File: config.mk
export PLATFORM = sky130hd
export DESIGN_NAME = timer_peripheral
export DESIGN_NICKNAME = d
export VERILOG_FILES = /design/src/rtl/timer_peripheral_pkg.sv /design/src/rtl/timer_peripheral_core.sv /design/src/rtl/timer_peripheral.sv
export SDC_FILE = /design/constraint.sdc
export NUM_CORES = 1
export LEC_CHECK = 0
export CORE_ASPECT_RATIO = 0.6
export CORE_UTILIZATION = 45
export CTS_BUF_LIST = sky130_fd_sc_hd__clkbuf_4 sky130_fd_sc_hd__clkbuf_8 sky130_fd_sc_hd__clkbuf_16
export DETAILED_ROUTE_END_ITERATION = 10
export PLACE_DENSITY = 0.68
export SYNTH_ARGS = -nofsm -noshare
export SYNTH_HDL_FRONTEND = slang
export SYNTH_SLANG_ARGS = --single-unit
File: constraint.sdc
create_clock -name clk -period 5.1 [get_ports clk]
set_input_delay 1.02 -clock clk [delete_from_list [all_inputs] [get_ports clk]]
set_output_delay 1.02 -clock clk [all_outputs]
set_load 0.03 [all_outputs]
File: src/rtl/timer_peripheral_pkg.sv
// Shared constants for the memory-mapped timer peripheral: register map,
// TCON bit positions, reset value, bus-control encodings and address decode.
package timer_peripheral_pkg;

  localparam logic [7:0] OFF_TH      = 8'h00;
  localparam logic [7:0] OFF_TL      = 8'h04;
  localparam logic [7:0] OFF_TCON    = 8'h08;
  localparam logic [7:0] OFF_LED     = 8'h0C;
  localparam logic [7:0] OFF_SYSTICK = 8'h14;

  localparam int TCON_EN = 0;
  localparam int TCON_IE = 1;
  localparam int TCON_IS = 2;

  localparam logic [31:0] REG_RESET = 32'h0000_0000;

  // MEM-stage control pair as seen by the peripheral: {MemWrite, MemRead}.
  typedef enum logic [1:0] {
    MEM_IDLE  = 2'b00,
    MEM_LOAD  = 2'b01,
    MEM_STORE = 2'b10,
    MEM_BOTH  = 2'b11
  } mem_op_e;

  typedef enum logic [2:0] {
    SEL_NONE,
    SEL_TH,
    SEL_TL,
    SEL_TCON,
    SEL_LED,
    SEL_SYSTICK
  } reg_sel_e;

  function automatic logic [31:0] word_of(input logic [31:0] base, input logic [7:0] off);
    return (base + {24'h0, off}) & 32'hFFFF_FFFC;
  endfunction

  // word_addr must already have its two byte-select bits cleared.
  function automatic reg_sel_e decode(input logic [31:0] word_addr, input logic [31:0] base);
    reg_sel_e sel;
    sel = SEL_NONE;
    if (word_addr == word_of(base, OFF_TH))           sel = SEL_TH;
    else if (word_addr == word_of(base, OFF_TL))      sel = SEL_TL;
    else if (word_addr == word_of(base, OFF_TCON))    sel = SEL_TCON;
    else if (word_addr == word_of(base, OFF_LED))     sel = SEL_LED;
    else if (word_addr == word_of(base, OFF_SYSTICK)) sel = SEL_SYSTICK;
    return sel;
  endfunction

endpackage

File: src/rtl/timer_peripheral_core.sv
// Reload counter: TL counts up while enabled, reloads from TH on all-ones
// and latches the interrupt status bit on that reload.
module timer_core
  import timer_peripheral_pkg::*;
(
  input  logic        clk,
  input  logic        reset,
  input  logic        enable,
  input  logic        th_we,
  input  logic        tl_we,
  input  logic        status_we,
  input  logic        status_wdata,
  input  logic [31:0] wdata,
  output logic [31:0] th,
  output logic [31:0] tl,
  output logic        status
);

  logic overflow;

  assign overflow = enable && (tl == 32'hFFFF_FFFF);

  // CPU writes to TL beat the count; an overflow beats a CPU clear of status.
  always_ff @(posedge clk or posedge reset) begin
    if (reset) begin
      th     <= REG_RESET;
      tl     <= REG_RESET;
      status <= 1'b0;
    end else begin
      if (th_we) th <= wdata;

      if (tl_we)         tl <= wdata;
      else if (overflow) tl <= th;
      else if (enable)   tl <= tl + 32'd1;

      if (overflow)       status <= 1'b1;
      else if (status_we) status <= status_wdata;
    end
  end

endmodule

File: src/rtl/timer_peripheral.sv
// Memory-mapped timer peripheral: address decode, TCON control bits, LED
// register, free-running SYSTICK and the registered load-data path.
module timer_peripheral
  import timer_peripheral_pkg::*;
#(
  parameter logic [31:0] BASE_ADDR = 32'h4000_0000,
  parameter int          LED_WIDTH = 8
)(
  input  logic                 clk,
  input  logic                 reset,
  input  logic                 MemRead,
  input  logic                 MemWrite,
  input  logic [31:0]          Address,
  input  logic [31:0]          Write_data,
  output logic [31:0]          Read_data,
  output logic                 irq,
  output logic [LED_WIDTH-1:0] led
);

  mem_op_e     op;
  reg_sel_e    sel;
  logic        rd_en;
  logic        wr_en;
  logic [31:0] word_addr;
  logic [1:0]  tcon_lo;
  logic [31:0] systick;
  logic [31:0] th;
  logic [31:0] tl;
  logic        status;
  logic [2:0]  tcon;
  logic [31:0] rd_mux;

  assign op        = mem_op_e'({MemWrite, MemRead});
  assign rd_en     = (op == MEM_LOAD)  || (op == MEM_BOTH);
  assign wr_en     = (op == MEM_STORE) || (op == MEM_BOTH);
  assign word_addr = Address & 32'hFFFF_FFFC;
  assign sel       = decode(word_addr, BASE_ADDR);
  assign tcon      = {status, tcon_lo};
  assign irq       = tcon_lo[TCON_IE] & status;

  timer_core u_core (
    .clk          (clk),
    .reset        (reset),
    .enable       (tcon_lo[TCON_EN]),
    .th_we        (wr_en && (sel == SEL_TH)),
    .tl_we        (wr_en && (sel == SEL_TL)),
    .status_we    (wr_en && (sel == SEL_TCON)),
    .status_wdata (Write_data[TCON_IS]),
    .wdata        (Write_data),
    .th           (th),
    .tl           (tl),
    .status       (status)
  );

  always_ff @(posedge clk or posedge reset) begin
    if (reset) begin
      tcon_lo <= 2'b00;
      led     <= '0;
      systick <= REG_RESET;
    end else begin
      systick <= systick + 32'd1;
      if (wr_en && (sel == SEL_TCON)) tcon_lo <= Write_data[1:0];
      if (wr_en && (sel == SEL_LED))  led     <= Write_data[LED_WIDTH-1:0];
    end
  end

  always_comb begin
    rd_mux = '0;
    unique case (sel)
      SEL_TH:      rd_mux = th;
      SEL_TL:      rd_mux = tl;
      SEL_TCON:    rd_mux[2:0] = tcon;
      SEL_LED:     rd_mux[LED_WIDTH-1:0] = led;
      SEL_SYSTICK: rd_mux = systick;
      default:     rd_mux = '0;
    endcase
  end

  // Loads see the values held before this edge's updates.
  always_ff @(posedge clk or posedge reset) begin
    if (reset)      Read_data <= REG_RESET;
    else if (rd_en) Read_data <= rd_mux;
    else            Read_data <= REG_RESET;
  end

endmodule

# Word level (Yosys, flattened, before mapping)
# Index checks and enable logic that the tools add are counted.
[word_totals] out_inout_bits=41 elab_cells=47 ff_bits=139 in_bits=68
[classes] mux=14 n_addsub=2 reduce_logical=9 bitwise_logic=1 n_eq_ne=14
[op_table] operator="$eq A30 B29 Y1 const B" count=5
[op_table] operator="$mux W32" count=4
[op_table] operator="$pmux W24 S3" count=1
[op_table] operator="$add A32 B1 Y32 const B" count=2
[op_table] operator="$eq A32 B32 Y1 const B" count=1
[op_table] operator="$pmux W5 S4" count=1
[op_table] operator="$mux W3" count=5
[op_table] operator="$pmux W3 S5" count=1
[op_table] operator="$eq A3 B2 Y1 const B" count=2
[op_table] operator="$eq A3 B3 Y1 const B" count=2
[op_table] operator="$logic_and A1 B1 Y1" count=5
[op_table] operator="$eq A2 B2 Y1 const B" count=2
[op_table] operator="$eq A3 B1 Y1 const B" count=1
[op_table] operator="$reduce_bool A3 Y1" count=1
[op_table] operator="$eq A2 B1 Y1 const B" count=1
[op_table] operator="$logic_or A1 B1 Y1" count=2
[op_table] operator="$mux W1" count=2
[op_table] operator="$reduce_bool A2 Y1" count=1
[op_table] operator="$and A1 B1 Y1" count=1

# Depth between registers and ports, before layout
[logic_depth] depth_word=10 ltp_mapped=8 mapped_depth_nobuf=6

# Hierarchy
# A second synthesis with hierarchy kept.
[hier_totals] cells_unflattened=679 hier_area_um2=7280.7
[by_module_without_submodules] mod="timer_peripheral" area_per_inst_um2=3733.6 instances=1 seq_area_each_um2=1851.8 cells_each=316
[by_module_without_submodules] mod="timer_core" area_per_inst_um2=3547.2 instances=1 seq_area_each_um2=1626.6 cells_each=363

# Worst setup path after synthesis
# No wires, ideal clock.
[synth_path] kind="input to register" startpoint="in Address[28]" endpoint="reg u_core.th[10]" t_arrival_ns=2.716 n_path_buf=2 setup_time_ns=0.125 path_slack_ns=2.259 required_time_ns=4.975 cell_stages=7 cell_sequence="nor4_1 > nand4_1 > nor3_2 > and2_1 > buf_2 > buf_4 > mux2_2"
[synth_via] elab_chain_cells=8 elab_cells_between_ends=12 cone_classes="6 x eq/ne; 5 x mux; 1 x reduce/logical"
[synth_rtl] element="from (decl)" line="timer_peripheral.sv:13" source="input logic [31:0] Address,"
[synth_rtl] element="$eq A30 B29 Y1" line="timer_peripheral_pkg.sv:46" source="else if (word_addr == word_of(base, OFF_SYSTICK)) sel = SEL_SYSTICK;"
[synth_rtl] element="$mux W3" line="timer_peripheral_pkg.sv:46"
[synth_rtl] element="$mux W3" line="timer_peripheral_pkg.sv:45" source="else if (word_addr == word_of(base, OFF_LED)) sel = SEL_LED;"
[synth_rtl] element="$mux W3" line="timer_peripheral_pkg.sv:44" source="else if (word_addr == word_of(base, OFF_TCON)) sel = SEL_TCON;"
[synth_rtl] element="$mux W3" line="timer_peripheral_pkg.sv:43" source="else if (word_addr == word_of(base, OFF_TL)) sel = SEL_TL;"
[synth_rtl] element="$mux W3 *" line="timer_peripheral_pkg.sv:42" source="if (word_addr == word_of(base, OFF_TH)) sel = SEL_TH;"
[synth_rtl] element="$eq A3 B1 Y1 *" line="timer_peripheral.sv:45" source=".th_we (wr_en && (sel == SEL_TH)),"
[synth_rtl] element="$logic_and A1 B1 Y1 *" line="timer_peripheral.sv:45"
[synth_rtl] element="to (signal assigned)" line="timer_peripheral_core.sv:30" source="if (th_we) th <= wdata;"
[synth_rtl] element="to (decl)" line="timer_peripheral_core.sv:14" source="output logic [31:0] th,"
# Every way passes the cells marked *; elsewhere a longest branch is shown, timed or not.
# A chain may end at the register's enable or synchronous reset.

# Final worst setup path
[layout_path] startpoint="in Address[3]" endpoint="reg Read_data[30]"
[layout_via] elab_chain_cells=9 elab_cells_between_ends=15 cone_classes="8 x eq/ne; 7 x mux"
[layout_rtl] element="$eq A30 B29 Y1" line="timer_peripheral_pkg.sv:46"
[layout_rtl] element="$mux W3" line="timer_peripheral_pkg.sv:46"
[layout_rtl] element="$mux W3" line="timer_peripheral_pkg.sv:45"
[layout_rtl] element="$mux W3" line="timer_peripheral_pkg.sv:44"
[layout_rtl] element="$mux W3" line="timer_peripheral_pkg.sv:43"
[layout_rtl] element="$mux W3 *" line="timer_peripheral_pkg.sv:42"
[layout_rtl] element="$eq A3 B3 Y1 (tied with other cells)" line="timer_peripheral.sv:69" source="unique case (sel)"
[layout_rtl] element="$pmux W24 S3 *" line="timer_peripheral.sv:69"
[layout_rtl] element="$mux W32 *" line="timer_peripheral.sv:82" source="else if (rd_en) Read_data <= rd_mux;"
[layout_rtl] element="to (signal assigned)" line="timer_peripheral.sv:82"
[layout_rtl] element="to (decl)" line="timer_peripheral.sv:15" source="output logic [31:0] Read_data,"
# Marked as above.

==> flow_metrics.tcl <==
set metrics [dict create \
    clockBufferDepth 2 \
    clkTransAtPathRegs_ns 0.06 \
    crit_fanout 24 \
    ios 109 \
    fillCellCount 1273 \
    io_buffers 106 \
    crit_arrival_ns 3.97 \
    synth_most_common_cell "dfrtp_1" \
    htreeDepth 4 \
    ff2ff_path_depth 6 \
    dp_hpwl_um 14700 \
    period_minus_slack_ns 3.64 \
    drv_slew 0 \
    drcViolationCount 0 \
    layout.nets 883 \
    critPathKind "in -> reg" \
    synth_top_area_cell "dfrtp_1" \
    drive_gt1_share_pct 14.8 \
    totalWireLength_um 20700 \
    post_cts_resized 0 \
    rsz0062_at_grt "false" \
    crit_chain "clkdlybuf4s50_1 > nor2b_1 > and2_0 > and3_1 > a22oi_1 > nor2_1" \
    cts_sinks 139 \
    power.density_mw_per_mm2 278 \
    wire_per_inst_um 20.1 \
    crit_required_ns 5.43 \
    setup_tns_ns 0 \
    placed_area_mm2 0.00855 \
    crit_cells 6 \
    max_freq_mhz 275 \
    end_kind "flip-flop" \
    synth_area_leaders "dfrtp_1 47%, mux2_2 9.8%, nor2_1 3.5%, a22oi_1 3.1%, nand3_1 2.7%" \
    hp-class "reg -> reg" \
    cts.root.buffer_cell "clkbuf_16" \
    dr.pass1.iters 5 \
    pwr-share-comb_pct 4.7 \
    vias_per_cell 5.99 \
    die-area_mm2 0.0168 \
    finalHoldViolCount 0 \
    antenna_cells 0 \
    min_path_cells 1 \
    post_cts_buffers 0 \
    syn_nets 788 \
    cp_num_buf_inv 1 \
    internal-power_mw 2.00 \
    grt_pass1_wl_um 33400 \
    ys_ff_latch 139 \
    crit_slowest_cell "and3_1" \
    syn_inst 718 \
    muxShareOfSynthArea_pct 13.2 \
    synth_edf_count 0 \
    finalCritPeriodShare_pct 71.4 \
    cts_buffers 17 \
    rows 35 \
    antenna_found_initial 0 \
    setup_viol 0 \
    cap_viol_max_count 0 \
    synthXorXnorAreaFrac_pct 4.54 \
    final_area_mm2 0.00918 \
    syn_area_mm2 0.00734 \
    synth-compound-area-share_pct 11.2 \
    maxSlewHeadroom_pct 6.93 \
    ant_nets 0 \
    ir_drop_mv 0.185 \
    globalRouteOverflowTotal 0 \
    grt_max_degree 71 \
    yosysWarnings 0 \
    synth_cell_types 65 \
    synth_fa_ha_area_share_pct 0.341 \
    outcome "completed" \
    track_usage_pct 25.9 \
    fp.dieW_um 167 \
    insertion_delay_ns 0.42 \
    start_util_pct 46.9 \
    coreArea_mm2 0.0156 \
    p_leak_nw 3.90 \
    seq_power_share_pct 43.2 \
    dr_total_vias 6162 \
    synth_flop_cell "dfrtp_1" \
    synth_common_cells "139 x dfrtp_1, 68 x nor2_1, 64 x mux2_2, 51 x nand2_1, 39 x nand3_1" \
    synth_top_family_by_area "simple AND/OR/NAND/NOR gates" \
    switching_share_pct 21.7 \
    area_delta_synth_final_pct 25.2 \
    multi_input_comb_area_mm2 0.00364 \
    cts_tree "built" \
    drt_iter0_markers 792 \
    grt_pass1_vias 5981 \
    synth_top_area_share_pct 47.4 \
    power_switching_mw 0.555 \
    ff_latch_area_mm2 0.00348 \
    place_congestion 0.878 \
    synth_simple_gate_area_share_pct 20.1 \
    startpoint_type "input port" \
    tightest_slew_ns 1.38 \
    postSynthAreaPerCell_um2 10.2 \
    postCtsHoldBufs 0 \
    yosysSeqAreaShare_pct 47.4 \
    clockPowerShare_pct 52.0 \
    critical_path.top_delay_family "simple AND/OR/NAND/NOR gates" \
    die_y_um 101 \
    critPathMaxStageDelay_ns 0.88 \
    final.setup_skew_ns 0.00863 \
    synth_async_sr_flop_share_pct 100 \
]
path summary, 6_finish.rpt:
check,startpoint,to,slack [ns]
min,systick[0],systick[0],0.49
max reg2reg,u_core.tl[0],u_core.tl[6],2.26
min in group asynchronous,reset,systick[7],1.06
max,Address[3],Read_data[30],1.46
max in group asynchronous,reset,Read_data[17],3.11
min reg2reg,systick[0],systick[0],0.49
cells in the final DEF (no fill, tap or decap), drive strengths merged, types with 4 or more instances in the layout:
cell type / instances
a22oi: 30
buf: 9
nor2: 68
o31ai: 12
and4: 8
and2: 9
o41ai: 4
inv: 17
bufinv: 4
xnor2: 22
dfrtp: 139
nor4: 20
nand4: 21
clkdlybuf4s50: 106
nor2b: 11
o21ai: 21
a21oi: 21
nand3: 40
xor2: 16
mux2: 65
nand2: 51
nand2b: 10
nor3: 13
mux2i: 17
clkinv: 5
a31oi: 6
clkbuf: 18
and3: 16
state kept, by name, summed over array words and instances, names as in the netlist:
register and count:
Read_data 32, systick 32, tcon_lo 2, u_core.status 1, u_core.tl 32, u_core.th 32
led 8
area by class of cell:
| class | count | share of cell area [%] |
|---|---|---|
| Multi-Input combinational cell | 526 | 39.6 |
| Sequential cell | 139 | 37.9 |
| Timing Repair Buffer | 115 | 12.3 |
| Clock buffer | 18 | 4.78 |
| Tap cell | 203 | 2.77 |
| Clock inverter | 13 | 2.07 |
| Inverter | 14 | 0.627 |
power groups by stage:
stage          combinational (mW)  clock, mW  sequential (mW)
5_1_grt                     0.132       1.39             1.10
4_1_cts                     0.122       1.34             1.10
6_report                    0.121       1.33             1.10
3_3_place_gp                0.120          0             1.12
2_1_floorplan              0.0451          0             1.12
3_5_place_dp                0.122          0             1.12
worst reg2reg max path, cell delays in order, from the launching register on:
cell	delay (ns)
dfrtp_1	0.51
ha_1	0.30
and3_1	0.25
nand3_1	0.27
nor3_4	0.83
a21boi_0	0.27
o31ai_1	0.29
metrics by stage:
step                      worst slack, ns  utilization [%]  hold slack [ns]  instances  total power, mW
final                                1.46             58.7            0.490       1028             2.55
after floorplan                     0.355                -            0.443        718             1.17
after global routing                 1.13             58.7            0.520       1028             2.63
after global placement               1.11             54.7            0.462        997             1.24
after detailed placement             1.05             54.7            0.476        997             1.25
after CTS                            1.51             58.7            0.485       1028             2.57
layer usage:
| metal | share of wire (%) | track usage (%) |
|---|---|---|
| met5 | 0 | 0 |
| met4 | 1.1 | 6.48 |
| met3 | 7.8 | 5.06 |
| met2 | 43 | 37.5 |
| met1 | 48 | 39.2 |
cell families (layout without fill, tap and decap cells):
logic type / after synthesis / in the layout
compound gates: 120 / 120
xor+xnor: 38 / 38
fa+ha+maj: 2 / 2
simple gates: 281 / 281
mux: 85 / 85
flops: 139 / 139
buf+inv: 53 / 160
(Power assumes the default switching activity.)
==> RTL edit 1 (same flow settings) <==
Change the parameter `LED_WIDTH` from 8 to 12.
--- a/src/rtl/timer_peripheral.sv
+++ b/src/rtl/timer_peripheral.sv
@@ -6,3 +6,3 @@
   parameter logic [31:0] BASE_ADDR = 32'h4000_0000,
-  parameter int          LED_WIDTH = 8
+  parameter int          LED_WIDTH = 12
 )(
Interface: changed (resized led); port bits go from 109 to 113. No check against the original RTL was run, so the function may have changed too.
==> RTL edit 1 against the original RTL <==
Synthesized area is 4.2% higher. Worst setup slack better by 0.13 ns. Total power is 8.7% higher. Via count is 7.8% higher. Sequential cell count is 4 higher. Clock power is 15% higher. Routed wire length is 11% higher. Design area is 5.4% higher. Clock skew is 0.0018 ns lower. Critical path type unchanged. Critical endpoint is now u_core.tl[3]$_DFFE_PP0P_. Highest routed layer unchanged.
==> RTL edit 1: results (changes against the original RTL) <==
stage,metric,value,unit,change
run_status,outcome,"complete, no violations",,unchanged
global_route,grt_pass1_wl,35.9,mm,was 33.4 mm
finish,layout-drive-gt1-share,9.68,%,was 14.8%
placement,placement.io_buffers,110,,was 106
synth,yosys-top-cells-count,"sky130_fd_sc_hd__dfrtp_1, sky130_fd_sc_hd__nor2_1, sky130_fd_sc_hd__nand2_1, sky130_fd_sc_hd__mux2i_1, sky130_fd_sc_hd__mux2_1",,"was sky130_fd_sc_hd__dfrtp_1, sky130_fd_sc_hd__nor2_1, sky130_fd_sc_hd__mux2_2, sky130_fd_sc_hd__nand2_1, sky130_fd_sc_hd__nand3_1"
placement,routability_driven_placement_congestion_ratio,0.910,,was 0.878
synth,synth_compound_gate_area_share,12.5,%,was 11.2%
timing,tightest_slew,1.06,ns,was 1.38 ns
route,routed_wirelength,22.9,mm,was 20.7 mm
synth,synth.top_cells.by_area,"sky130_fd_sc_hd__dfrtp_1, sky130_fd_sc_hd__mux2_1, sky130_fd_sc_hd__mux2i_1",,"was sky130_fd_sc_hd__dfrtp_1, sky130_fd_sc_hd__mux2_2, sky130_fd_sc_hd__nor2_1"
setup_path,worst_endpoint_data_arrival_time,3.77,ns,was 3.97 ns
synth,sequential_element_share_of_the_synthesized_area,46.8,%,was 47.4%
global_route,grt_max_degree,99,,was 71
setup_path,critPathMaxStageDelay,0.61,ns,was 0.88 ns
setup_path,worst_path_max_delay_cell,sky130_fd_sc_hd__nand2_1,,was sky130_fd_sc_hd__and3_1
global_route,grt_pass1_vias,6430,,was 5981
setup_path,timing.reg2reg.setup_slack,2.09,ns,was 2.26 ns
synth,netlist-cell-type-count,60,,was 65
setup_path,timing_endpoint_of_the_critical_path,u_core.tl[3]$_DFFE_PP0P_,,was Read_data[30]$_DFF_PP0_
global_route,grt_use_total,27.0,%,was 25.9%
placement,detailed_place_hpwl,15.6,mm,was 14.7 mm
power,internal-power,2.21,mW,was 2.00 mW
synth,syn_nets,816,,was 788
route,dr.first_iter.drc_count,572,,was 792
timing,final.setup_skew,0.00687,ns,was 0.00863 ns
setup_path,worstPathMaxFanout,27,,was 24
synth,synthAdderAreaFrac,0.458,%,was 0.341%
power,vdd.ir_drop.worst,0.000244,V,was 0.000185 V
setup_path,critPathLaunch,Address[2],,was Address[3]
finish,layout.nets,914,,was 883
power,leakagePower,4.17,nW,was 3.90 nW
synth,share_of_the_synthesized_netlist_area_taken_by_xor_and_xnor_gates,4.81,%,was 4.54%
RTL edit 1: cell types whose count changed after synthesis, sizes merged, moves of 8 or more:
cell	delta
nor2	-9
mux2	-16
a22o	+20
mux2i	+20
a32oi	+9
buf	+8
a21oi	-18
nand2b	-9
RTL edit 1: layer usage:
layer / global-route usage, % / part of all wire [%] / wire length [um] / vias to the layer above
li1: - / - / - / 2956
met1: 40.7 / 48 / 11100 / 3291
met2: 38.8 / 40 / 9280 / 361
met3: 6.76 / 9.7 / 2220 / 35
met4: 6.10 / 1.4 / 310 / 0
met5: 0 / 0 / 0 / -
RTL edit 1: cells by family (layout without fill, tap and decap cells):
family                     after synthesis  after routing
DFF                                    143            143
buffers and inverters                   60            171
xor gates and xnor gates                42             42
AOI/OAI and AO/OA                      131            131
and+or+nand+nor                        281            281
adders and majority gates                3              3
muxes                                   86             86
RTL edit 1: per-stage QoR:
stage                     worst slack [ns]  hold slack [ns]  cells  power (mW)  cell area (um2)
after global routing                  1.43            0.520   1085        2.84             9680
final                                 1.59            0.492   1085        2.77             9680
after floorplan                      0.242            0.443    746        1.19             7650
after detailed placement              1.21            0.481   1053        1.27             8960
after global placement                1.26            0.468   1053        1.26             8960
after CTS                             1.62            0.491   1085        2.79             9680
RTL edit 1: critical path: cells and delay by family:
kind,cells,cell delay (ns)
compound gates,1,0.20
simple gates,4,1.48
buf+inv,3,1.04
RTL edit 1: worst min-delay path by stage:
stage	endpoint	slack [ns]
final	systick[0]$_DFF_PP0_	0.49
after global routing	systick[0]$_DFF_PP0_	0.52
after CTS	systick[0]$_DFF_PP0_	0.49
after detailed placement	systick[0]$_DFF_PP0_	0.48
after global placement	systick[0]$_DFF_PP0_	0.47
after floorplan	systick[0]$_DFF_PP0_	0.44
RTL edit 1: cell type report:
class,count,area share (%)
Inverter,13,0.556
Tap cell,228,2.95
Clock inverter,14,2.95
Clock buffer,18,4.47
Multi-Input combinational cell,543,39.5
Timing Repair Buffer,126,12.6
Sequential cell,143,37.0
RTL edit 1: power groups by stage:
stage / Combinational, mW / Sequential, mW / Clock (mW)
4_1_cts: 0.112 / 1.13 / 1.54
3_5_place_dp: 0.111 / 1.16 / 0
2_1_floorplan: 0.0345 / 1.16 / 0
5_1_grt: 0.120 / 1.13 / 1.59
3_3_place_gp: 0.108 / 1.16 / 0
6_report: 0.110 / 1.13 / 1.53
==> RTL edit 2 (config.mk and constraints unchanged) <==
Made on the original files. Register the output `irq`, with the module's reset; this adds one clock of latency there. The other outputs are not delayed to match.
--- a/src/rtl/timer_peripheral.sv
+++ b/src/rtl/timer_peripheral.sv
@@ -38,3 +38,9 @@
   assign tcon      = {status, tcon_lo};
-  assign irq       = tcon_lo[TCON_IE] & status;
+  always_ff @(posedge clk or posedge reset) begin
+    if (reset) begin
+      irq <= '0;
+    end else begin
+      irq <= tcon_lo[TCON_IE] & status;
+    end
+  end
 
Function: changed (Yosys sat finds a counterexample within 4 cycles, from zero or initial values and one cycle with reset high).
==> RTL edit 2 against the original RTL <==
Synthesized area is 0.34% higher. Routed wire length up 1.3%. Design area increased by 0.42%. Sequential cell count up 1. Total power rose by 1.9%. Critical path type unchanged. Worst setup slack worse by 0.088 ns. Synthesized cell count rose by 0.14%. Clock power rose by 3%.
==> RTL edit 2: results (changes against the original RTL) <==
stage,metric,value,unit,change
placement,dpl_cell_area,8580,um2,was 8550 um2
synth,synth_compound_gate_area_share,11.2,%,about the same
synth,sequential_element_share_of_the_synthesized_area,47.6,%,was 47.4%
hold_path,hold-path-endpoint,systick[31]$_DFF_PP0_,,was systick[0]$_DFF_PP0_
synth,postSynthAreaPerCell,10.2,um2,about the same
finish,buf_share,12.2,%,was 12.3%
route,dr.first_iter.drc_count,732,,was 792
placement,dp_slack,1.06,ns,was 1.05 ns
timing,final_layout_worst_hold_slack,0.476,ns,was 0.490 ns
setup_path,timing_endpoint_of_the_critical_path,Read_data[17]$_DFF_PP0_,,was Read_data[30]$_DFF_PP0_
power,vdd.ir_drop.worst,0.000161,V,was 0.000185 V
placement,detailed_place_hpwl,14.8,mm,was 14.7 mm
timing,final_min_period_over_clock_period,73.1,%,was 71.4%
setup_path,reg2reg_start,u_core.tl[27]$_DFFE_PP0P_,,was u_core.tl[0]$_DFFE_PP0P_
global_route,grt_max_degree,93,,was 71
synth,synthAdderAreaFrac,0.340,%,was 0.341%
synth,yosys-top-cells-count,"sky130_fd_sc_hd__dfrtp_1, sky130_fd_sc_hd__nor2_1, sky130_fd_sc_hd__mux2_2, sky130_fd_sc_hd__nand2_1, sky130_fd_sc_hd__nand3_1",,unchanged
global_route,grt_pass1_vias,6074,,was 5981
placement,placedCellCount,998,,was 997
route,viasPerCell,6.06,,was 5.99
finish,layout.nets,884,,was 883
setup_path,reg2regPathDepth,5,,was 6
route,routed_wirelength,20.9,mm,was 20.7 mm
finish,clockNetworkAreaShare,6.97,%,was 6.85%
setup_path,critPathLaunch,Address[3],,unchanged
synth,syn_nets,789,,was 788
finish,final.clkbuf_count,17,,was 18
setup_path,reg2reg_to,u_core.tl[17]$_DFFE_PP0P_,,was u_core.tl[6]$_DFFE_PP0P_
setup_path,critPathMaxStageDelay,0.90,ns,was 0.88 ns
finish,n_fill_cell,1303,,was 1273
timing,final.setup_skew,0.0103,ns,was 0.00863 ns
timing,slew_headroom,17.6,%,was 6.93%
clock_tree,cts.sink_count,140,,was 139
global_route,grt_pass1_wl,34.1,mm,was 33.4 mm
run_status,outcome,"complete, no violations",,unchanged
synth,share_of_the_synthesized_netlist_area_taken_by_xor_and_xnor_gates,4.52,%,was 4.54%
finish,postLayoutCoreUtil,58.8,%,was 58.7%
route,vias,6232,,was 6162
global_route,grt_use_total,26.5,%,was 25.9%
power,leakagePower,3.92,nW,was 3.90 nW
-- RTL edit 2: cell count changes in the layout (fill, tap and decap cells not counted) --
| cell | delta |
|---|---|
| sky130_fd_sc_hd__bufinv_16 | +1 |
| sky130_fd_sc_hd__clkbuf_8 | -1 |
| sky130_fd_sc_hd__clkinv_4 | -1 |
| sky130_fd_sc_hd__clkinvlp_4 | +2 |
| sky130_fd_sc_hd__dfrtp_1 | +1 |
| sky130_fd_sc_hd__inv_6 | -1 |
-- RTL edit 2: metal layers --
layer	up-vias	part of all wire, %	GRT usage [%]
met5	-	0	0
met4	0	0.91	6.62
met3	20	9.2	7.15
met2	289	42	37.9
met1	3103	48	39.3
li1	2820	-	-
-- RTL edit 2: power by group --
part / switching [mW] / internal [mW]
sequential: 0.000558 / 1.11
clock: 0.501 / 0.868
combinational: 0.0613 / 0.0616
